--- src/rtl/rs232_rx.sv ---
// rs232_rx: UART receiver, 8N1 (8E1 when RS232_RX_PARITY_EN is defined), with receive FIFO and sticky error flags
module rs232_rx #(
  parameter int CLKS_PER_BIT = 434,
  parameter int FIFO_DEPTH   = 8
) (
  input  logic       clk,
  input  logic       rst,
  input  logic       rx,
  input  logic       rd_en,
  input  logic       err_clr,
  output logic [7:0] rd_data,
  output logic       rd_valid,
  output logic       rx_empty,
  output logic       rx_full,
  output logic       overrun,
  output logic       frame_err,
  output logic       parity_err
);
  localparam int BW = $clog2(CLKS_PER_BIT);
  localparam int AW = $clog2(FIFO_DEPTH);
  localparam logic [BW-1:0] HALF = BW'(CLKS_PER_BIT / 2 - 1);
  localparam logic [BW-1:0] FULL = BW'(CLKS_PER_BIT - 1);
  typedef enum logic [2:0] {
    IDLE,
    START,
    DATA,
`ifdef RS232_RX_PARITY_EN
    PARITY,
`endif
    STOP,
    BREAK
  } state_t;
  state_t state_q, state_d;
  logic [1:0] sync_q;
  logic [BW-1:0] baud_q, baud_d;
  logic [2:0] bit_q, bit_d;
  logic [7:0] shift_q, shift_d;
  logic [AW:0] wr_ptr_q, rd_ptr_q;
  logic [7:0] mem_q [FIFO_DEPTH];
  logic [7:0] rd_data_q;
  logic rd_valid_q, overrun_q, frame_err_q;
  logic rx_s, tick, stop_tick, par_bad, push, pop, set_ovr, set_fe;
  assign rx_s      = sync_q[1];
  assign tick      = baud_q == '0;
  assign rx_empty  = wr_ptr_q == rd_ptr_q;
  assign rx_full   = (wr_ptr_q[AW] != rd_ptr_q[AW]) && (wr_ptr_q[AW-1:0] == rd_ptr_q[AW-1:0]);
  assign rd_data   = rd_data_q;
  assign rd_valid  = rd_valid_q;
  assign overrun   = overrun_q;
  assign frame_err = frame_err_q;
  // two-flop synchronizer for the asynchronous line, idling high
  always_ff @(posedge clk or posedge rst)
    if (rst) sync_q <= 2'b11;
    else sync_q <= {sync_q[0], rx};
  // frame state register
  always_ff @(posedge clk or posedge rst)
    if (rst) state_q <= IDLE;
    else state_q <= state_d;
  // frame sequencing: start check, 8 data bits, optional parity, stop, break hold-off
  always_comb begin
    state_d = state_q;
    case (state_q)
      IDLE:   if (!rx_s) state_d = START;
      START:  if (tick) state_d = rx_s ? IDLE : DATA;
`ifdef RS232_RX_PARITY_EN
      DATA:   if (tick && bit_q == 3'd7) state_d = PARITY;
      PARITY: if (tick) state_d = STOP;
`else
      DATA:   if (tick && bit_q == 3'd7) state_d = STOP;
`endif
      STOP:   if (tick) state_d = rx_s ? IDLE : BREAK;
      BREAK:  if (rx_s) state_d = IDLE;
      default: state_d = IDLE;
    endcase
  end
  // baud/bit counters, shifter and the stop-sample verdict
  always_comb begin
    baud_d    = state_q == IDLE ? HALF : tick ? FULL : baud_q - BW'(1);
    bit_d     = state_q == DATA ? bit_q + {2'b0, tick} : 3'd0;
    shift_d   = state_q == DATA && tick ? {rx_s, shift_q[7:1]} : shift_q;
    stop_tick = state_q == STOP && tick;
    pop       = rd_en && !rx_empty;
    set_fe    = stop_tick && !rx_s;
    push      = stop_tick && rx_s && !par_bad && (!rx_full || pop);
    set_ovr   = stop_tick && rx_s && !par_bad && rx_full && !pop;
  end
  // receive datapath registers
  always_ff @(posedge clk or posedge rst)
    if (rst) begin
      baud_q  <= HALF;
      bit_q   <= 3'd0;
      shift_q <= 8'd0;
    end else begin
      baud_q  <= baud_d;
      bit_q   <= bit_d;
      shift_q <= shift_d;
    end
  // store the accepted byte at the tail slot
  always_ff @(posedge clk)
    if (push) mem_q[wr_ptr_q[AW-1:0]] <= shift_q;
  // pointer updates and registered read port; a pop reads the head before any same-cycle write lands
  always_ff @(posedge clk or posedge rst)
    if (rst) begin
      wr_ptr_q   <= '0;
      rd_ptr_q   <= '0;
      rd_data_q  <= 8'd0;
      rd_valid_q <= 1'b0;
    end else begin
      if (push) wr_ptr_q <= wr_ptr_q + 1'b1;
      if (pop) rd_ptr_q <= rd_ptr_q + 1'b1;
      if (pop) rd_data_q <= mem_q[rd_ptr_q[AW-1:0]];
      rd_valid_q <= pop;
    end
  // sticky flags; a new error beats a simultaneous clear
  always_ff @(posedge clk or posedge rst)
    if (rst) begin
      overrun_q   <= 1'b0;
      frame_err_q <= 1'b0;
    end else begin
      overrun_q   <= set_ovr | (overrun_q & ~err_clr);
      frame_err_q <= set_fe | (frame_err_q & ~err_clr);
    end
`ifdef RS232_RX_PARITY_EN
  logic par_bad_q, parity_err_q, set_pe;
  assign par_bad    = par_bad_q;
  assign parity_err = parity_err_q;
  assign set_pe     = stop_tick && rx_s && par_bad_q;
  // even-parity check captured at the parity sample, consumed at the stop sample
  always_ff @(posedge clk or posedge rst)
    if (rst) par_bad_q <= 1'b0;
    else if (state_q == PARITY && tick) par_bad_q <= rx_s ^ (^shift_q);
  // sticky parity flag; set wins over clear
  always_ff @(posedge clk or posedge rst)
    if (rst) parity_err_q <= 1'b0;
    else parity_err_q <= set_pe | (parity_err_q & ~err_clr);
`else
  assign par_bad    = 1'b0;
  assign parity_err = 1'b0;
`endif
endmodule

--- config.mk ---
export PLATFORM = sky130hd
export DESIGN_NAME = rs232_rx
export DESIGN_NICKNAME = d
export VERILOG_FILES = /design/src/rtl/rs232_rx.sv
export SDC_FILE = /design/constraint.sdc
export NUM_CORES = 1
export LEC_CHECK = 0
export CORE_ASPECT_RATIO = 2
export CORE_UTILIZATION = 50
export CTS_BUF_LIST = sky130_fd_sc_hd__clkbuf_8 sky130_fd_sc_hd__clkbuf_16
export CTS_CLUSTER_SIZE = 12
export DETAILED_ROUTE_END_ITERATION = 8
export DONT_BUFFER_PORTS = 1
export SYNTH_ARGS = -nofsm -noshare
export SYNTH_HDL_FRONTEND = slang
export SYNTH_SLANG_ARGS = --single-unit
export TNS_END_PERCENT = 1
--- constraint.sdc ---
create_clock -name clk -period 5.42 [get_ports clk]
set_input_delay 1.084 -clock clk [delete_from_list [all_inputs] [get_ports clk]]
set_output_delay 1.084 -clock clk [all_outputs]
set_load 0.05 [all_outputs]
==> summary.md <==
| Metric | Value |
|---|---|
| Family with the most delay on the worst path | flip-flops |
| Post-synthesis mux area share | 12.50% |
| Worst stage delay on the critical path | 0.90 ns |
| Buf/Inv on CP | 1 |
| Worst Path Arrival | 2.63 ns |
| Fin crit period | 3.715 ns |
| CTS tree | done |
| Layout cells sized above 1 | 20.49% |
| Synth Area in XOR/XNOR | 3.564% |
| Yosys warnings | 0 |
| Filler cell count | 685 |
| Setup Viol. Count Final | 0 |
| Smallest hold slack | 0.3557 ns |
| Dpl hpwl | 5085 um |
| CTS H-tree depth | 3 |
| Yosys reg bits | 108 |
| Flop pwr share | 55.8% |
| Met1 Usage GRT | between 15 and 20% |
| Predominant post-synthesis flop cell | edfxtp_1 |
| Setup TNS | 0 ns |
| Post-Route WL | 7209 um |
| RR Startpoint | baud_q[0] |
| Iter 0 DRT Violations | 110 |
| CTS clk-pin slew, worst paths | 0.07 ns |
| Cell row count | 48 |
| Worst slew pin tran | approximately 0.95 ns |
| # port buffers | 0 |
| Dpl cells | ~370 |
| Mapped Cells | 278 |
| Nets | roughly 290 |
| First-pass GRT wire length | 11400 um |
| Maximum VDD drop | between 0.0002 and 0.00025 V |
| Footprint of the multi-input gates | 0.001306 mm^2 |
| Fin. Hold Viols | 0 |
| Fin crit share | 68.54% |
| Gpl congestion | 0.7440 |
| Synth Area in Simple Gates | 8.430% |
| MaxCap Viol Count | 0 |
| ANT cells | 0 |
| Synth Area in Compound Gates | 3.508% |
| PD cells | 319.3 mW/mm^2 |
| IO Pins | 19 |
| Power, Total | around 1.6 mW |
| CP startpoint | rd_ptr_q[1] |
| Synth Area in Adders | approximately 1.1% |
| Leak | roughly 2 nW |
| R2R cell count | 6 |
| Max-slew headroom | 36.84% |
| Most common cell after layout, fill and taps aside | edfxtp_1 |
| Post-CTS Setup Bufs | 0 |
| Clock share of power | 43.7% |
| GRT overflow | 0 |
| Max Root-Sink Buffers | 2 |
| Area of the mapped netlist | 0.004423 mm^2 |
| GR peak layer | met2 |
| R2R setup slack | 2.61 ns |
| CTS Sinks | 108 |
| P&R area growth vs syn | 9.901% |
| Net Switching | between 0.2 and 0.3 mW |
| Post-synth EDFFs | 64 |
| Final Non-Filler Cells | 388 |
| Path type of the worst min-delay path | reg2reg |
| Vias in the first global route | 2240 |
| Commonest cells after routing, fill and taps aside | edfxtp_1 (64), dfrtp_1 (38), nand2_1 (18) |
| Die area | between 0.009 and 0.01 mm^2 |
| Die W | 68.51 um |
| Switching share of power | between 10% and 20% |
| Routed WL per cell | about 19 um |
| Initial core utilization | 51.50% |
| Vias | 2177 |
| CTS buffer count | 9 |
| Via/cell ratio | ~5.6 |
| WP depth | 3 |
| Largest net degree at the start of global routing | 45 |
| Die H | 135.0 um |
| Cell-internal power | approximately 1.3 mW |
| Number of library cell types mapped by synthesis | 45 |
| Avg Cell Area, Syn | about 16 um^2 |
| Initial antenna violation count | 0 |
| Comb power frac | 0.5% |
| Clk_skew | 0.003862 ns |
| Post-cts sizing count | 0 |
| Met2 Track Usage GR | 32.46% |
| Worst Setup Path Type | reg2out |
| Async set-or-reset flop fraction in the synthesized netlist | about 41% |
| RR Endpoint | mem_q[5][2] |
| CORE AREA | 0.008588 mm^2 |
| Latest clock arrival within the worst-skew pair | 0.34 ns |
| WP data required | 4.34 ns |
| Slew Limit Fails | 0 |
| Routed Antenna Nets | 0 |
| CP max stage cell | dfrtp_1 |
| Sequential Area | between 0.003 and 0.004 mm^2 |
| Root buffer cell | clkbuf_16 |
| Critical Path Start Type | flip-flop |
| Critical-path cell list | xor2_1 > or4_1 > inv_1 |
| Sequential cell area fraction in the yosys report | 68.51% |
| Largest family of logic cells by synthesized area | multiplexers |
| Tot GR Track Use | 18.02% |
| # hold bufs at CTS | 0 |
| RSZ-0062 raised after global routing | no |
| CP Max Fanout | 20 |
| DRT Pass-1 Iters | 4 |
| Worst Setup EP | rx_full |
| Syn nets | 287 |
| Drt drc | 0 |
| CP endpoint kind | output pin |
| Fmax | 0.2692 GHz |
| Met3 GRT Util | 3.801% |
| Status | finished, final reports clean |
[routing by layer]
layer / up-vias / share of wire, %
li1: 1049 / -
met4: 0 / 2.4
met5: - / 0
met3: 10 / 2.5
met2: 40 / 59
met1: 1078 / 36
[flip-flops by register name (all words and copies together) (netlist names), 2 cells and up]
| name | count |
|---|---|
| baud_q | 9 |
| bit_q | 3 |
| mem_q | 64 |
| rd_data | 8 |
| rd_ptr_q | 4 |
| shift_q | 8 |
| state_q | 3 |
| sync_q | 2 |
| wr_ptr_q | 4 |
[worst min path at each step]
stage,to,depth (start not counted),startpoint,slack [ns]
2_1_floorplan,sync_q[1],0,sync_q[0],0.35
3_3_place_gp,sync_q[1],0,sync_q[0],0.35
3_5_place_dp,sync_q[1],0,sync_q[0],0.35
4_1_cts,sync_q[1],0,sync_q[0],0.36
5_1_grt,sync_q[1],0,sync_q[0],0.36
6_report,sync_q[1],0,sync_q[0],0.36
[cell type report]
| type | instances | share of cell area (%) |
|---|---|---|
| inverter | 6 | 0.4633 |
| timing repair buffer | 8 | 1.236 |
| sequential | 108 | 62.34 |
| tap | 100 | 2.574 |
| clock buffer | 9 | 4.633 |
| clock inverter | 7 | 1.879 |
| multi-input combinational | 150 | 26.87 |
[power by group through the flow]
stage | clock network [mW] | logic, mW | registers, mW
after floorplan | 0 | 0.00726 | 0.883
after global placement | 0 | 0.00918 | 0.883
after detailed placement | 0 | 0.00914 | 0.883
after CTS | 0.692 | 0.00911 | 0.866
after global routing | 0.728 | 0.0103 | 0.865
final | 0.678 | 0.00843 | 0.866
[through the flow]
step / utilization, % / cell area (um^2) / setup slack, ns
2_1_floorplan: - / 4423 / 2.090
3_3_place_gp: 52.91 / 4544 / 2.068
3_5_place_dp: 52.91 / 4544 / 2.042
4_1_cts: 56.60 / 4861 / 1.651
5_1_grt: 56.60 / 4861 / 1.563
6_report: 56.60 / 4861 / 1.705
[kinds of logic after synthesis]
family,after synthesis
AND/OR/NAND/NOR,70
other,1
multiplexers,33
AO/OA/AOI/OAI,24
flip-flops,108
buffers and inverters,20
XOR/XNOR,18
adder cells (fa/ha/maj),4
[cell usage after synthesis, types with 5 or more instances]
cell type  count  area, um^2
edfxtp_1      64        1922
dfrtp_1       38       950.9
nand2_1       18       67.56
mux4_2        14       315.3
nor2_1        13       48.80
xnor2_1       13       113.9
o21ai_0       11       55.05
mux2_2         8       90.09
mux2i_1        8       80.08
nor3_1         8       40.04
clkbuf_1       6       22.52
dfstp_2        6       157.7
inv_1          6       22.52
nand3_1        6       30.03
nor4_1         5       31.28
xor2_1         5       43.79
Note: power is estimated with default switching activity, not from simulation.
